--- config.mk ---
export PLATFORM = sky130hd
export DESIGN_NAME = flash_bus_arbiter
export DESIGN_NICKNAME = d
export VERILOG_FILES = /design/src/rtl/flash_bus_arbiter_pkg.sv /design/src/rtl/flash_bus_arbiter_rr_arb2.sv /design/src/rtl/flash_bus_arbiter.sv
export SDC_FILE = /design/constraint.sdc
export NUM_CORES = 1
export LEC_CHECK = 0
export ABC_AREA = 1
export CORE_ASPECT_RATIO = 2
export CORE_MARGIN = 5
export CORE_UTILIZATION = 45
export CTS_CLUSTER_DIAMETER = 150
export CTS_CLUSTER_SIZE = 8
export DETAILED_ROUTE_END_ITERATION = 8
export MAX_ROUTING_LAYER = met4
export PLACE_DENSITY = 0.81
export RECOVER_POWER = 25
export SLEW_MARGIN = 20
export SYNTH_ARGS = -nofsm -noshare
export SYNTH_HDL_FRONTEND = slang
export SYNTH_HIERARCHICAL = 1
export SYNTH_SLANG_ARGS = --single-unit
--- constraint.sdc ---
create_clock -name clk -period 2.6 [get_ports clk]
set_clock_uncertainty 0.2 [all_clocks]
set_input_delay 0.78 -clock clk [delete_from_list [all_inputs] [get_ports clk]]
set_output_delay 0.78 -clock clk [all_outputs]
set_load 0.005 [all_outputs]
--- src/rtl/flash_bus_arbiter_pkg.sv ---
// Shared widths and FSM state encoding for the flash bus arbiter.
package flash_bus_arbiter_pkg;

  localparam int WB_ADDR_W    = 32;  // master/slave byte address width
  localparam int WB_DATA_W    = 32;  // master data width
  localparam int FLASH_DATA_W = 16;  // flash halfword width

  typedef enum logic [2:0] {
    ST_IDLE = 3'd0,
    ST_LO   = 3'd1,
    ST_GAP  = 3'd2,
    ST_HI   = 3'd3,
    ST_DONE = 3'd4
  } state_t;

endpackage

--- src/rtl/flash_bus_arbiter_rr_arb2.sv ---
// Two-way round-robin picker: a lone requester wins; on a tie the master
// that was not granted last time wins.
module rr_arb2 (
  input  logic [1:0] i_req,
  input  logic       i_last,
  output logic [1:0] o_gnt
);

  // Combinational grant selection
  always_comb begin
    o_gnt = 2'b00;
    case (i_req)
      2'b01:   o_gnt = 2'b01;
      2'b10:   o_gnt = 2'b10;
      2'b11:   o_gnt = i_last ? 2'b01 : 2'b10;
      default: o_gnt = 2'b00;
    endcase
  end

endmodule

--- src/rtl/flash_bus_arbiter.sv ---
// Shares one 16-bit flash slave between two 32-bit masters (m0 fetch, m1 data).
// Reads are split into low/high halfword accesses with a one-cycle strobe gap;
// writes are a single halfword access. Each slave access is bounded by a timeout.
module flash_bus_arbiter
  import flash_bus_arbiter_pkg::*;
#(
  parameter int ADDR_W  = WB_ADDR_W,
  parameter int DATA_W  = WB_DATA_W,
  parameter int HW_W    = FLASH_DATA_W,
  parameter int TIMEOUT = 255
) (
  input  logic              clk,
  input  logic              rst,
  input  logic [ADDR_W-1:0] m0_addr_i,
  input  logic [DATA_W-1:0] m0_data_i,
  output logic [DATA_W-1:0] m0_data_o,
  input  logic              m0_select_i,
  input  logic              m0_we_i,
  output logic              m0_ack_o,
  output logic              m0_err_o,
  input  logic [ADDR_W-1:0] m1_addr_i,
  input  logic [DATA_W-1:0] m1_data_i,
  output logic [DATA_W-1:0] m1_data_o,
  input  logic              m1_select_i,
  input  logic              m1_we_i,
  output logic              m1_ack_o,
  output logic              m1_err_o,
  output logic [ADDR_W-1:0] s_addr_o,
  output logic [HW_W-1:0]   s_data_o,
  input  logic [HW_W-1:0]   s_data_i,
  output logic              s_select_o,
  output logic              s_we_o,
  input  logic              s_ack_i
);

  localparam int CNT_W = $clog2(TIMEOUT + 1);

  // Registered state
  state_t              r_state;
  logic [CNT_W-1:0]    r_cnt;
  logic                r_grant;   // 0 = m0, 1 = m1
  logic                r_last;    // master granted most recently
  logic [ADDR_W-1:0]   r_addr;
  logic                r_we;
  logic [HW_W-1:0]     r_wdata;
  logic [HW_W-1:0]     r_lo;
  logic [ADDR_W-1:0]   r_s_addr;
  logic [HW_W-1:0]     r_s_data;
  logic                r_s_sel;
  logic                r_s_we;
  logic                r_m0_ack, r_m0_err, r_m1_ack, r_m1_err;
  logic [DATA_W-1:0]   r_m0_data, r_m1_data;

  // Next-state values
  state_t              w_state_nxt;
  logic [CNT_W-1:0]    w_cnt_nxt;
  logic                w_grant_nxt, w_last_nxt, w_we_nxt;
  logic [ADDR_W-1:0]   w_addr_nxt, w_s_addr_nxt;
  logic [HW_W-1:0]     w_wdata_nxt, w_lo_nxt, w_s_data_nxt;
  logic                w_s_sel_nxt, w_s_we_nxt;
  logic                w_m0_ack_nxt, w_m0_err_nxt, w_m1_ack_nxt, w_m1_err_nxt;
  logic [DATA_W-1:0]   w_m0_data_nxt, w_m1_data_nxt;
  logic                w_fin, w_fin_err;
  logic [DATA_W-1:0]   w_fin_data;
  logic [1:0]          w_gnt;
  logic                w_tmo;

  // Upper write-data bits never reach the halfword slave
  logic w_unused_data;
  assign w_unused_data = ^{m0_data_i[DATA_W-1:HW_W], m1_data_i[DATA_W-1:HW_W]};

  assign w_tmo = (r_cnt == CNT_W'(TIMEOUT - 1));

  rr_arb2 u_arb (
    .i_req  ({m1_select_i, m0_select_i}),
    .i_last (r_last),
    .o_gnt  (w_gnt)
  );

  // Next-state and registered-output computation
  always_comb begin
    w_state_nxt   = r_state;
    w_cnt_nxt     = r_cnt;
    w_grant_nxt   = r_grant;
    w_last_nxt    = r_last;
    w_addr_nxt    = r_addr;
    w_we_nxt      = r_we;
    w_wdata_nxt   = r_wdata;
    w_lo_nxt      = r_lo;
    w_s_addr_nxt  = r_s_addr;
    w_s_data_nxt  = r_s_data;
    w_s_sel_nxt   = r_s_sel;
    w_s_we_nxt    = r_s_we;
    w_m0_ack_nxt  = 1'b0;
    w_m0_err_nxt  = 1'b0;
    w_m1_ack_nxt  = 1'b0;
    w_m1_err_nxt  = 1'b0;
    w_m0_data_nxt = r_m0_data;
    w_m1_data_nxt = r_m1_data;
    w_fin         = 1'b0;
    w_fin_err     = 1'b0;
    w_fin_data    = '0;
    case (r_state)
      ST_IDLE: begin
        if (w_gnt != 2'b00) begin
          w_grant_nxt  = w_gnt[1];
          w_addr_nxt   = w_gnt[1] ? m1_addr_i : m0_addr_i;
          w_we_nxt     = w_gnt[1] ? m1_we_i : m0_we_i;
          w_wdata_nxt  = w_gnt[1] ? m1_data_i[HW_W-1:0] : m0_data_i[HW_W-1:0];
          // Reads start at the word-aligned low halfword; writes go where asked
          w_s_addr_nxt = w_we_nxt ? w_addr_nxt : {w_addr_nxt[ADDR_W-1:2], 2'b00};
          w_s_data_nxt = w_wdata_nxt;
          w_s_we_nxt   = w_we_nxt;
          w_s_sel_nxt  = 1'b1;
          w_cnt_nxt    = '0;
          w_state_nxt  = ST_LO;
        end else begin
          w_s_sel_nxt  = 1'b0;
        end
      end
      ST_LO: begin
        if (s_ack_i) begin
          if (r_we) begin
            w_fin       = 1'b1;
          end else begin
            w_lo_nxt    = s_data_i;
            w_s_sel_nxt = 1'b0;
            w_state_nxt = ST_GAP;
          end
        end else if (w_tmo) begin
          w_fin     = 1'b1;
          w_fin_err = 1'b1;
        end else begin
          w_cnt_nxt = r_cnt + CNT_W'(1);
        end
      end
      ST_GAP: begin
        // Strobe was low for exactly this cycle; re-assert for the high half
        w_s_sel_nxt  = 1'b1;
        w_s_addr_nxt = {r_addr[ADDR_W-1:2], 2'b10};
        w_s_we_nxt   = 1'b0;
        w_cnt_nxt    = '0;
        w_state_nxt  = ST_HI;
      end
      ST_HI: begin
        if (s_ack_i) begin
          w_fin      = 1'b1;
          w_fin_data = DATA_W'({s_data_i, r_lo});
        end else if (w_tmo) begin
          w_fin     = 1'b1;
          w_fin_err = 1'b1;
        end else begin
          w_cnt_nxt = r_cnt + CNT_W'(1);
        end
      end
      ST_DONE: begin
        w_last_nxt  = r_grant;
        w_s_sel_nxt = 1'b0;
        w_state_nxt = ST_IDLE;
      end
      default: begin
        w_s_sel_nxt = 1'b0;
        w_state_nxt = ST_IDLE;
      end
    endcase

    // Completion: pulse ack/err and present data to the granted master only
    if (w_fin) begin
      w_state_nxt = ST_DONE;
      w_s_sel_nxt = 1'b0;
      w_s_we_nxt  = 1'b0;
      if (r_grant) begin
        w_m1_ack_nxt  = 1'b1;
        w_m1_err_nxt  = w_fin_err;
        w_m1_data_nxt = w_fin_data;
      end else begin
        w_m0_ack_nxt  = 1'b1;
        w_m0_err_nxt  = w_fin_err;
        w_m0_data_nxt = w_fin_data;
      end
    end else begin
      w_fin_data = w_fin_data;
    end
  end

  // State and output registers with synchronous reset
  always_ff @(posedge clk) begin
    if (rst) begin
      r_state   <= ST_IDLE;
      r_cnt     <= '0;
      r_grant   <= 1'b0;
      r_last    <= 1'b1;
      r_addr    <= '0;
      r_we      <= 1'b0;
      r_wdata   <= '0;
      r_lo      <= '0;
      r_s_addr  <= '0;
      r_s_data  <= '0;
      r_s_sel   <= 1'b0;
      r_s_we    <= 1'b0;
      r_m0_ack  <= 1'b0;
      r_m0_err  <= 1'b0;
      r_m1_ack  <= 1'b0;
      r_m1_err  <= 1'b0;
      r_m0_data <= '0;
      r_m1_data <= '0;
    end else begin
      r_state   <= w_state_nxt;
      r_cnt     <= w_cnt_nxt;
      r_grant   <= w_grant_nxt;
      r_last    <= w_last_nxt;
      r_addr    <= w_addr_nxt;
      r_we      <= w_we_nxt;
      r_wdata   <= w_wdata_nxt;
      r_lo      <= w_lo_nxt;
      r_s_addr  <= w_s_addr_nxt;
      r_s_data  <= w_s_data_nxt;
      r_s_sel   <= w_s_sel_nxt;
      r_s_we    <= w_s_we_nxt;
      r_m0_ack  <= w_m0_ack_nxt;
      r_m0_err  <= w_m0_err_nxt;
      r_m1_ack  <= w_m1_ack_nxt;
      r_m1_err  <= w_m1_err_nxt;
      r_m0_data <= w_m0_data_nxt;
      r_m1_data <= w_m1_data_nxt;
    end
  end

  assign m0_data_o  = r_m0_data;
  assign m0_ack_o   = r_m0_ack;
  assign m0_err_o   = r_m0_err;
  assign m1_data_o  = r_m1_data;
  assign m1_ack_o   = r_m1_ack;
  assign m1_err_o   = r_m1_err;
  assign s_addr_o   = r_s_addr;
  assign s_data_o   = r_s_data;
  assign s_select_o = r_s_sel;
  assign s_we_o     = r_s_we;

endmodule
==> results of run 1 <==
-- synth_stat cells (2+ instances only) --
master / instances / area (µm²)
a21oi_1: 114 / 571
a31oi_1: 47 / 294
buf_2: 17 / 85.1
buf_6: 6 / 67.6
clkbuf_1: 42 / 158
dfxtp_1: 178 / 3560
ha_1: 2 / 25.0
inv_1: 15 / 56.3
inv_2: 3 / 11.3
nand2_1: 456 / 1710
nand2_2: 2 / 12.5
nand2_4: 3 / 33.8
nand3_1: 9 / 45.0
nand3_2: 3 / 30.0
nand4_1: 2 / 12.5
nor2_1: 81 / 304
nor2_2: 2 / 12.5
nor2_4: 2 / 22.5
nor2_8: 2 / 40.0
nor3_1: 2 / 10.0
o21ai_0: 34 / 170
-- power by group through the flow --
| stage | Sequential, W | Clock (W) | Combinational [W] |
|---|---|---|---|
| floorplan | 0.00319 | 0 | 0.000804 |
| global placement | 0.00319 | 0 | 0.00158 |
| detailed placement | 0.00320 | 0 | 0.00162 |
| CTS | 0.00315 | 0.00256 | 0.00163 |
| global route | 0.00318 | 0.00268 | 0.00178 |
| finish | 0.00315 | 0.00251 | 0.00160 |
-- per-stage QoR --
step	std cells	power (W)	util (%)	cell area, µm²
after floorplan	1029	0.00400	-	7300
after global placement	1428	0.00478	61.8	9940
after detailed placement	1428	0.00482	61.8	9940
after CTS	1459	0.00733	65.3	10500
after global routing	1460	0.00764	65.2	10500
final	1460	0.00726	65.2	10500
-- logic make-up (layout without fill, tap and decap cells) --
family / Yosys count / after routing / synth area share, %
other cells: 0 / 1 / 0
xor+xnor: 2 / 2 / 0.240
buf+inv: 84 / 310 / 5.28
fa+ha+maj: 2 / 2 / 0.343
compound gates: 198 / 198 / 14.6
simple gates: 565 / 565 / 30.7
flops: 178 / 178 / 48.8
-- worst paths after layout --
check	start	slack, ns	endpoint
setup / recovery	s_ack_i	0.28	m0_data_o[19]$_SDFFE_PP0P_
hold / removal	r_addr[2]$_SDFFE_PP0P_	0.26	r_addr[2]$_SDFFE_PP0P_
setup reg to reg	r_state[0]$_SDFFE_PP0P_	0.50	m0_data_o[19]$_SDFFE_PP0P_
hold reg to reg	r_addr[2]$_SDFFE_PP0P_	0.26	r_addr[2]$_SDFFE_PP0P_
-- area by class of cell --
type                            count  area [µm²]
Sequential cell                   178        3560
Clock buffer                       20         447
Antenna cell                        1        2.50
Clock inverter                     11         130
Tap cell                          204         255
Fill cell                        1357        5600
Timing Repair Buffer              261        2690
Multi-Input combinational cell    767        3340
Inverter                           18        67.6
-- critical path, delay by kind of cell --
kind,cells,cell delay (ns)
AOI/OAI and AO/OA,2,0.66
buffers and inverters,2,0.61
and+or+nand+nor,3,0.41
-- routing by layer --
layer,up-vias,track usage (%)
met4,0,5.92
li1,3726,-
met5,-,-
met3,20,5.94
met1,3408,27.8
met2,267,38.6
-- registers in the layout (all words and copies together) (netlist names), 3 cells and up --
signal	flops
m0_data_o	32
m1_data_o	32
r_addr	30
r_cnt	8
r_lo	16
r_state	3
s_addr_o	32
s_data_o	16
-- cells in the final DEF, fill, tap and decap left out, drive strengths merged --
cell type / count
nor2: 87
nor3: 2
or2: 1
clkinv: 3
bufinv: 2
clkinvlp: 4
ha: 2
o21ai: 34
nand4: 2
a31oi: 47
clkdlybuf4s50: 235
diode: 1
nand2: 461
clkbuf: 22
xnor2: 1
inv: 20
xor2: 1
o21bai: 1
nand3: 12
o31ai: 1
buf: 24
a21oi: 115
dfxtp: 178
==> results.yml, run 1 <==
timing:
  hold_slack_ns: 0.261
  fin_crit_ns: 2.32
  hold_viol: 0
  worst_pin_slew_ns: 0.609
  rsz0062_at_grt: "false"
  maxSlewHeadroom_pct: 59.4
  drv_slew: 0
  setup_viol: 0
  setup_ws_ns: 0.276
  fmax_mhz: 430
  finalCritPeriodShare_pct: 89.4
  tns_ns: 0
critical_path:
  cp-end-kind: "flip-flop"
  critPathKind: "primary input to flip-flop"
  worstPathRequired_ns: 2.74
  path_max_fanout: 16
  startpoint_type: "primary input"
  path_cells: "clkdlybuf4s50_1 > a21oi_1 > nand2_4 > nor2_8 > buf_12 > nand2_1 > a21oi_1"
  crit_top_cell: "a21oi_1"
  slowest_delay_ns: 0.52
  worstPathArrival_ns: 2.47
  crit_path_top_delay_cell: "a21oi_1"
  rr_worst_depth: 7
clock_network:
  clock_sinks: 178
  insertion_delay_ns: 0.43
  clkTransAtPathRegs_ns: 0.07
  cts_tree: "yes"
  root_buffer: "clkbuf_16"
  htreeDepth: 4
  clockBufferDepth: 2
  cts_setup_buffers: 0
  cts_buffers: 17
  hold_buffers: 0
  cts_resized: 0
yosys:
  ys.warnings.count: 6
  synth_cell_type_count: 28
  synth_area_per_cell_um2: 7.09
  ys_ff_latch: 178
  synth_ff_type: "dfxtp_1"
  synth_nets: 1182
  netlist_instances: 1029
  yosysSeqAreaShare_pct: 48.8
  synth_edf_count: 0
  async_flop_share_pct: 0
  syn-cell-area_mm2: 0.00730
min_path:
  holdPathStages: 2
  hold_path.class: "flip-flop to flip-flop"
detailed_routing:
  ant_nets: 0
  topRoutingLayerUsed: "met4"
  via_per_inst: 5.08
  drc: 0
  drt_first_pass_iters: 5
  vias: 7421
  wire_per_inst_um: 14.7
  wl_met2_um: 10600
  wl_met3_um: 1680
  drt_iter0_markers: 430
  totalWireLength_um: 21400
  drt-met1-wl_um: 8910
floorplanning:
  start_util_pct: 45.3
  ioPinCount: 269
  coreArea_mm2: 0.0161
  die_h_um: 190
  die_area_mm2: 0.0190
  rows: 66
  fp.dieW_um: 100
pwr:
  pwr-share-seq_pct: 43.4
  p_sw_w: 0.00206
  p_per_area_mw_per_mm2: 691
  ir_drop_mv: 0.530
  p_leak_nw: 3.86
  p_comb_share_pct: 22.1
  p_sw_share_pct: 28.4
  clockPowerShare_pct: 34.5
  intPower_w: 0.00519
status:
  status: "finished, final reports clean"
placed_design:
  gp_congestion: 0.869
  place_ws_ns: -0.0931
  port_buffers: 236
  dp_hpwl_um: 15100
layout:
  synthToLayoutAreaGrowth_pct: 43.9
  layout-drive-gt1-share_pct: 5.74
  nNetsFinal: 1396
global_routing:
  gr-total-overflow: 0
  grt_pass1_wl_um: 34900
  grt_pass1_vias: 7360
  grt_max_degree: 141
  grt_use_total_pct: 23.1
  antenna_found_initial: 1
job:
  cap_violations: 0
No activity file was read; power rests on OpenSTA's default activity.
==> inputs of run 2 (changes only) <==
- CORE_UTILIZATION: 45 -> 48
- PLACE_DENSITY: 0.81 -> 0.85
- SYNTH_HIERARCHICAL: 1 -> default
- clock period: 2.6 -> 2.7 ns (I/O delays scaled with it)
==> run 2 against run 1 <==
Net effect: power rose by 5.3%; non-clock buffer count increased by 1; critical endpoint is now m1_data_o[23]$_SDFFE_PP0P_; combinational power rose by 23%.
==> results.yml, run 2 <==
layout:
  design_area_mm2: 0.0107
  synthToLayoutAreaGrowth_pct: 43.1
  layout-drive-gt1-share_pct: 5.79
  nNetsFinal: 1452
  final_common_cell: "nand2_1"
  final_cell_mix: "nand2_1, clkdlybuf4s50_1, dfxtp_1"
yosys:
  synth_area_leader_cell: "dfxtp_1"
  synth_nets: 1237
  synth_compound_area_share_pct: 12.4
  yosys.cell_count.top_type: "nand2_1"
  synth_cell_type_count: 29
  ys_ff_latch: 178
  syn-cell-area_mm2: 0.00746
  synth-xor-area-share_pct: 0.352
  synthDominantCellAreaShare_pct: 47.8
  synth-adder-area-share_pct: 0.336
  synth_area_per_cell_um2: 6.88
  async_flop_share_pct: 0
  synth_top_family_by_area: "simple AND/OR/NAND/NOR gates"
  muxShareOfSynthArea_pct: 0
  yosysSeqAreaShare_pct: 47.8
  synth_edf_count: 0
  synth_area_leaders: "dfxtp_1, nand2_1, a21oi_1, nor2_1, nand3_1"
  ys_top_cells_by_count: "nand2_1, dfxtp_1, a21oi_1"
  netlist_instances: 1084
  synth_ff_type: "dfxtp_1"
  synth_simple_gate_area_share_pct: 32.3
  ys.warnings.count: 0
timing:
  fmax_mhz: 402
  rsz0062_at_grt: "false"
  hold_viol: 0
  finalCritPeriodShare_pct: 92.1
  drv_slew: 0
  maxSlewHeadroom_pct: 58.9
  worst_pin_slew_ns: 0.617
  fin_crit_ns: 2.49
  setup_viol: 0
  hold_slack_ns: 0.263
global_routing:
  grt_max_degree: 111
  gr-total-overflow: 0
  antenna_found_initial: 1
  grt_pass1_wl_um: 35300
  grt_use_total_pct: 24.8
  grt_pass1_vias: 7492
pwr:
  p_per_area_mw_per_mm2: 716
  p_comb_share_pct: 25.8
  ir_drop_mv: 0.493
  p_sw_share_pct: 30.5
  p_leak_nw: 4.31
  intPower_w: 0.00531
  pwr-share-seq_pct: 41.0
  p_sw_w: 0.00233
  clockPowerShare_pct: 33.3
detailed_routing:
  ant_nets: 0
  drc: 0
  vias: 7737
  drt_iter0_markers: 315
  via_per_inst: 5.12
  drt_first_pass_iters: 5
  wire_per_inst_um: 15.1
  totalWireLength_um: 22800
clock_network:
  clockBufferDepth: 2
  cts_tree: "yes"
  clock_sinks: 178
  clkTransAtPathRegs_ns: 0.06
  cts_buffers: 17
  root_buffer: "clkbuf_16"
  cts_resized: 0
  hold_buffers: 0
  insertion_delay_ns: 0.42
  cts_setup_buffers: 0
  htreeDepth: 4
floorplanning:
  fp.dieW_um: 98.1
  ioPinCount: 269
  coreArea_mm2: 0.0153
  die_area_mm2: 0.0183
  start_util_pct: 48.8
  rows: 64
  die_h_um: 186
placed_design:
  dpl_cell_area_mm2: 0.0101
  port_buffers: 236
  dp_hpwl_um: 16300
  gp_congestion: 0.858
critical_path:
  cp-end-kind: "flip-flop"
  path_max_fanout: 34
  worstPathRequired_ns: 2.79
  critPathKind: "primary input to flip-flop"
  worstPathArrival_ns: 2.57
  startpoint_type: "primary input"
status:
  status: "finished, final reports clean"
job:
  cap_violations: 0
min_path:
  hold_path.class: "flip-flop to flip-flop"
[run 2: cell count changes after synthesis, moves of 2 or more]
cell	previous run	this run
nand3_1	9	40
buf_1	0	2
nand2_1	456	465
inv_2	3	5
a31oi_1	47	1
a21oi_1	114	143
clkbuf_1	42	39
inv_1	15	44
[run 2: metrics by stage]
stage          setup WS, ns  power [W]  util [%]  cells  TNS [ns]
2_1_floorplan         0.684    0.00423         -   1084         0
3_3_place_gp        -0.0348    0.00514      66.1   1478   -0.0694
3_5_place_dp        -0.0505    0.00519      66.1   1478    -0.120
4_1_cts               0.317    0.00774      70.1   1510         0
5_1_grt               0.111    0.00803      69.8   1511         0
6_report              0.214    0.00764      69.8   1511         0
[run 2: kinds of logic after synthesis]
| family | Yosys count |
|---|---|
| fa+ha+maj | 2 |
| compound gates | 182 |
| xor+xnor | 3 |
| buf+inv | 115 |
| flops | 178 |
| simple gates | 604 |
[run 2: path summary, 6_finish.rpt]
path                              start                         end  slack [ns]  depth (start not counted)
max                             s_ack_i  m1_data_o[23]$_SDFFE_PP0P_        0.21                          6
min          m0_data_o[18]$_SDFFE_PP0P_  m0_data_o[18]$_SDFFE_PP0P_        0.26                          2
max reg2reg     r_state[0]$_SDFFE_PP0P_  m1_data_o[23]$_SDFFE_PP0P_        0.52                          6
min reg2reg  m0_data_o[18]$_SDFFE_PP0P_  m0_data_o[18]$_SDFFE_PP0P_        0.26                          2
[run 2: critical path, stage by stage]
cell and delay, ns:
clkdlybuf4s50_1 0.48, a21oi_1 0.55, nand3_2 0.12, clkbuf_4 0.34, nand2_1 0.17, a21oi_1 0.08
[run 2: area by class of cell]
class / count / area (µm²)
fillers: 1224 / 4620
flip-flops and latches: 178 / 3560
multi-input cells: 791 / 3380
repair buffers: 262 / 2670
clock buffers: 22 / 494
well taps: 198 / 248
inverters: 49 / 184
clock inverters: 10 / 121
diodes: 1 / 2.50
[run 2: per-layer routing]
layer,vias to the layer above,share of wire (%),track usage [%]
met5,-,0,-
met4,0,5.1,13.9
met3,72,6.2,5.38
met2,281,54,46.8
met1,3546,34,22.6
li1,3838,-,-
[run 2: power by group through the flow]
stage | Sequential [W] | Combinational [W] | Clock [W]
6_report | 0.00313 | 0.00197 | 0.00254
3_3_place_gp | 0.00317 | 0.00197 | 0
2_1_floorplan | 0.00317 | 0.00106 | 0
4_1_cts | 0.00313 | 0.00203 | 0.00259
5_1_grt | 0.00317 | 0.00217 | 0.00269
3_5_place_dp | 0.00318 | 0.00201 | 0
==> inputs of run 3 (changes only) <==
- ABC_AREA: 1 -> default
- CTS_BUF_LIST: default -> sky130_fd_sc_hd__clkbuf_4 sky130_fd_sc_hd__clkbuf_8
- PLACE_DENSITY: 0.85 -> 0.88
==> run 3 against run 2 <==
Net effect: worst setup slack better by 0.0042 ns; area after synthesis is 11% lower; non-clock buffer count is 16 higher; synthesized cell count is 41% lower; worst hold slack better by 0.0099 ns; power is 24% lower; first-iteration DRC count is 25% lower; combinational power is 50% lower; clock power is 26% lower; sequential power is 7.0% lower; final cell count is 28% lower; global-route usage is 0.77 points lower.
==> results.yml, run 3 <==
status:
  status: "finished, final reports clean"
critical_path:
  critPathKind: "primary input to flip-flop"
  worstPathArrival_ns: 2.68
  critical-path-top-delay-family: "simple AND/OR/NAND/NOR gates"
  worstPathRequired_ns: 2.90
  rrSetupSlack_ns: 0.43
  crit_path_top_delay_cell: "dlygate4sd3_1"
  path_max_fanout: 3
  timing.rr.end: "s_addr_o[20]$_SDFFE_PP0P_"
  cp-end-kind: "flip-flop"
  reg2reg_from: "r_state[0]$_SDFFE_PP0P_"
  crit_buf_inv: 2
  slowest_delay_ns: 0.58
  startpoint_type: "primary input"
  path_cells: "dlygate4sd3_1 > clkbuf_4 > or3_1 > a21oi_4 > or4b_1 > nand2_1"
  rr_worst_depth: 5
placed_design:
  dpl_cell_area_mm2: 0.00945
  placed_cells: 1054
  gp_congestion: 0.827
  dp_hpwl_um: 14300
  place_ws_ns: -0.126
  port_buffers: 236
clock_network:
  root_buffer: "clkbuf_8"
  cts_tree: "yes"
  htreeDepth: 4
  clkTransAtPathRegs_ns: 0.10
  insertion_delay_ns: 0.45
  cts_setup_buffers: 0
  hold_buffers: 0
  cts_resized: 0
  clock_sinks: 178
  cts_buffers: 17
  clockBufferDepth: 2
timing:
  maxSlewHeadroom_pct: 42.1
  fin_crit_ns: 2.48
  hold_slack_ns: 0.273
  setup_ws_ns: 0.218
  rsz0062_at_grt: "false"
  finalCritPeriodShare_pct: 91.9
  setup_viol: 0
  fmax_mhz: 403
  hold_viol: 0
  drv_slew: 0
  worst_pin_slew_ns: 0.868
global_routing:
  antenna_found_initial: 0
  gr-total-overflow: 0
  grt_pass1_vias: 5951
  grt_pass1_wl_um: 30500
  grt_max_degree: 56
  grt_use_total_pct: 24.0
layout:
  regArea_mm2: 0.00356
  diodes: 0
  design_area_mm2: 0.00985
  stdcell_count: 1086
  layout-drive-gt1-share_pct: 8.92
  synthToLayoutAreaGrowth_pct: 47.7
  multiInputGateArea_mm2: 0.00283
  final_cell_mix: "clkdlybuf4s50_1, dfxtp_1, nor2_1"
  nNetsFinal: 1037
  final_common_cell: "clkdlybuf4s50_1"
  fillers: 981
pwr:
  power.total_w: 0.00577
  p_leak_nw: 3.67
  p_per_area_mw_per_mm2: 586
  ir_drop_mv: 0.409
min_path:
  holdPathStages: 2
  min_from: "r_we$_SDFFE_PP0P_"
  hold_path.class: "flip-flop to flip-flop"
  worstHoldEndpoint: "r_we$_SDFFE_PP0P_"
floorplanning:
  die_area_mm2: 0.0165
  start_util_pct: 48.3
  die_h_um: 177
  coreArea_mm2: 0.0138
  rows: 61
  fp.dieW_um: 93.3
  ioPinCount: 269
detailed_routing:
  ant_nets: 0
  via_per_inst: 5.53
  drt_iter0_markers: 235
  wire_per_inst_um: 17.7
  drc: 0
  vias: 6003
  totalWireLength_um: 19300
  drt_first_pass_iters: 4
yosys:
  yosysSeqAreaShare_pct: 53.4
  ys_top_cells_by_count: "dfxtp_1, nor2_1, a22o_1"
  ys.warnings.count: 0
  synth_area_per_cell_um2: 10.4
  yosys.cell_count.top_type: "dfxtp_1"
  synth_nets: 795
  synthDominantCellAreaShare_pct: 53.4
  ys_ff_latch: 178
  syn-cell-area_mm2: 0.00667
  synth_edf_count: 0
  synth_ff_type: "dfxtp_1"
  async_flop_share_pct: 0
  synth_cell_type_count: 46
  netlist_instances: 642
  synth_area_leader_cell: "dfxtp_1"
  synth_area_leaders: "dfxtp_1, a22o_1, mux2i_1, a211oi_1, nor2_1"
job:
  cap_violations: 0
-- run 3: where the power goes --
group	switching, W	internal [W]	leakage, nW
sequential	0.000110	0.00279	1.45
clock	0.00108	0.000794	0.211
combinational	0.000441	0.000547	2.01
-- run 3: worst max path at each step --
stage,slack [ns],start,to,cells past startpoint
finish,0.22,m1_select_i,r_cnt[5]$_SDFFE_PP0P_,6
global route,0.17,m1_select_i,r_addr[26]$_SDFFE_PP0P_,7
CTS,0.28,m1_data_o[9]$_SDFFE_PP0P_,m1_data_o[9],1
detailed placement,-0.13,m1_select_i,r_cnt[5]$_SDFFE_PP0P_,6
global placement,-0.07,m1_select_i,s_we_o$_SDFFE_PP0P_,6
floorplan,0.51,m1_select_i,s_addr_o[3]$_SDFFE_PP0P_,6
-- run 3: routing by layer --
layer	global-route usage [%]	up-vias	wire length, µm
met4	9.91	0	659
met2	42.3	237	10300
met3	5.15	37	1290
li1	-	2868	-
met5	-	-	0
met1	25.6	2861	6980
-- run 3: worst register-to-register path, delay by kind of cell, from the launching register on --
kind	cells	cell delay, ns
AOI/OAI and AO/OA	1	0.18
buffers and inverters	1	0.33
DFF	1	0.41
and+or+nand+nor	3	1.13
-- run 3: final cells by class --
| class | count | area share, % |
|---|---|---|
| sequential | 178 | 36.2 |
| multi-input combinational | 406 | 28.7 |
| inverter | 3 | 0.114 |
| clock inverter | 15 | 1.96 |
| timing repair buffer | 278 | 28.3 |
| clock buffer | 17 | 2.38 |
| tap | 189 | 2.40 |
-- run 3: stage by stage --
step	TNS (ns)	utilization, %
2_1_floorplan	0	-
3_3_place_gp	-0.763	68.4
3_5_place_dp	-2.31	68.4
4_1_cts	0	71.5
5_1_grt	0	71.3
6_report	0	71.3
-- run 3: logic make-up (layout without fill, tap and decap cells) --
family          count (synthesis)  in the layout  synth area share (%)
compound gates                187            187                  22.7
mux                            51             51                  7.65
buf+inv                        58            313                  4.62
flops                         178            178                  53.4
fa+ha+maj                       2              2                 0.375
simple gates                  166            166                  11.2
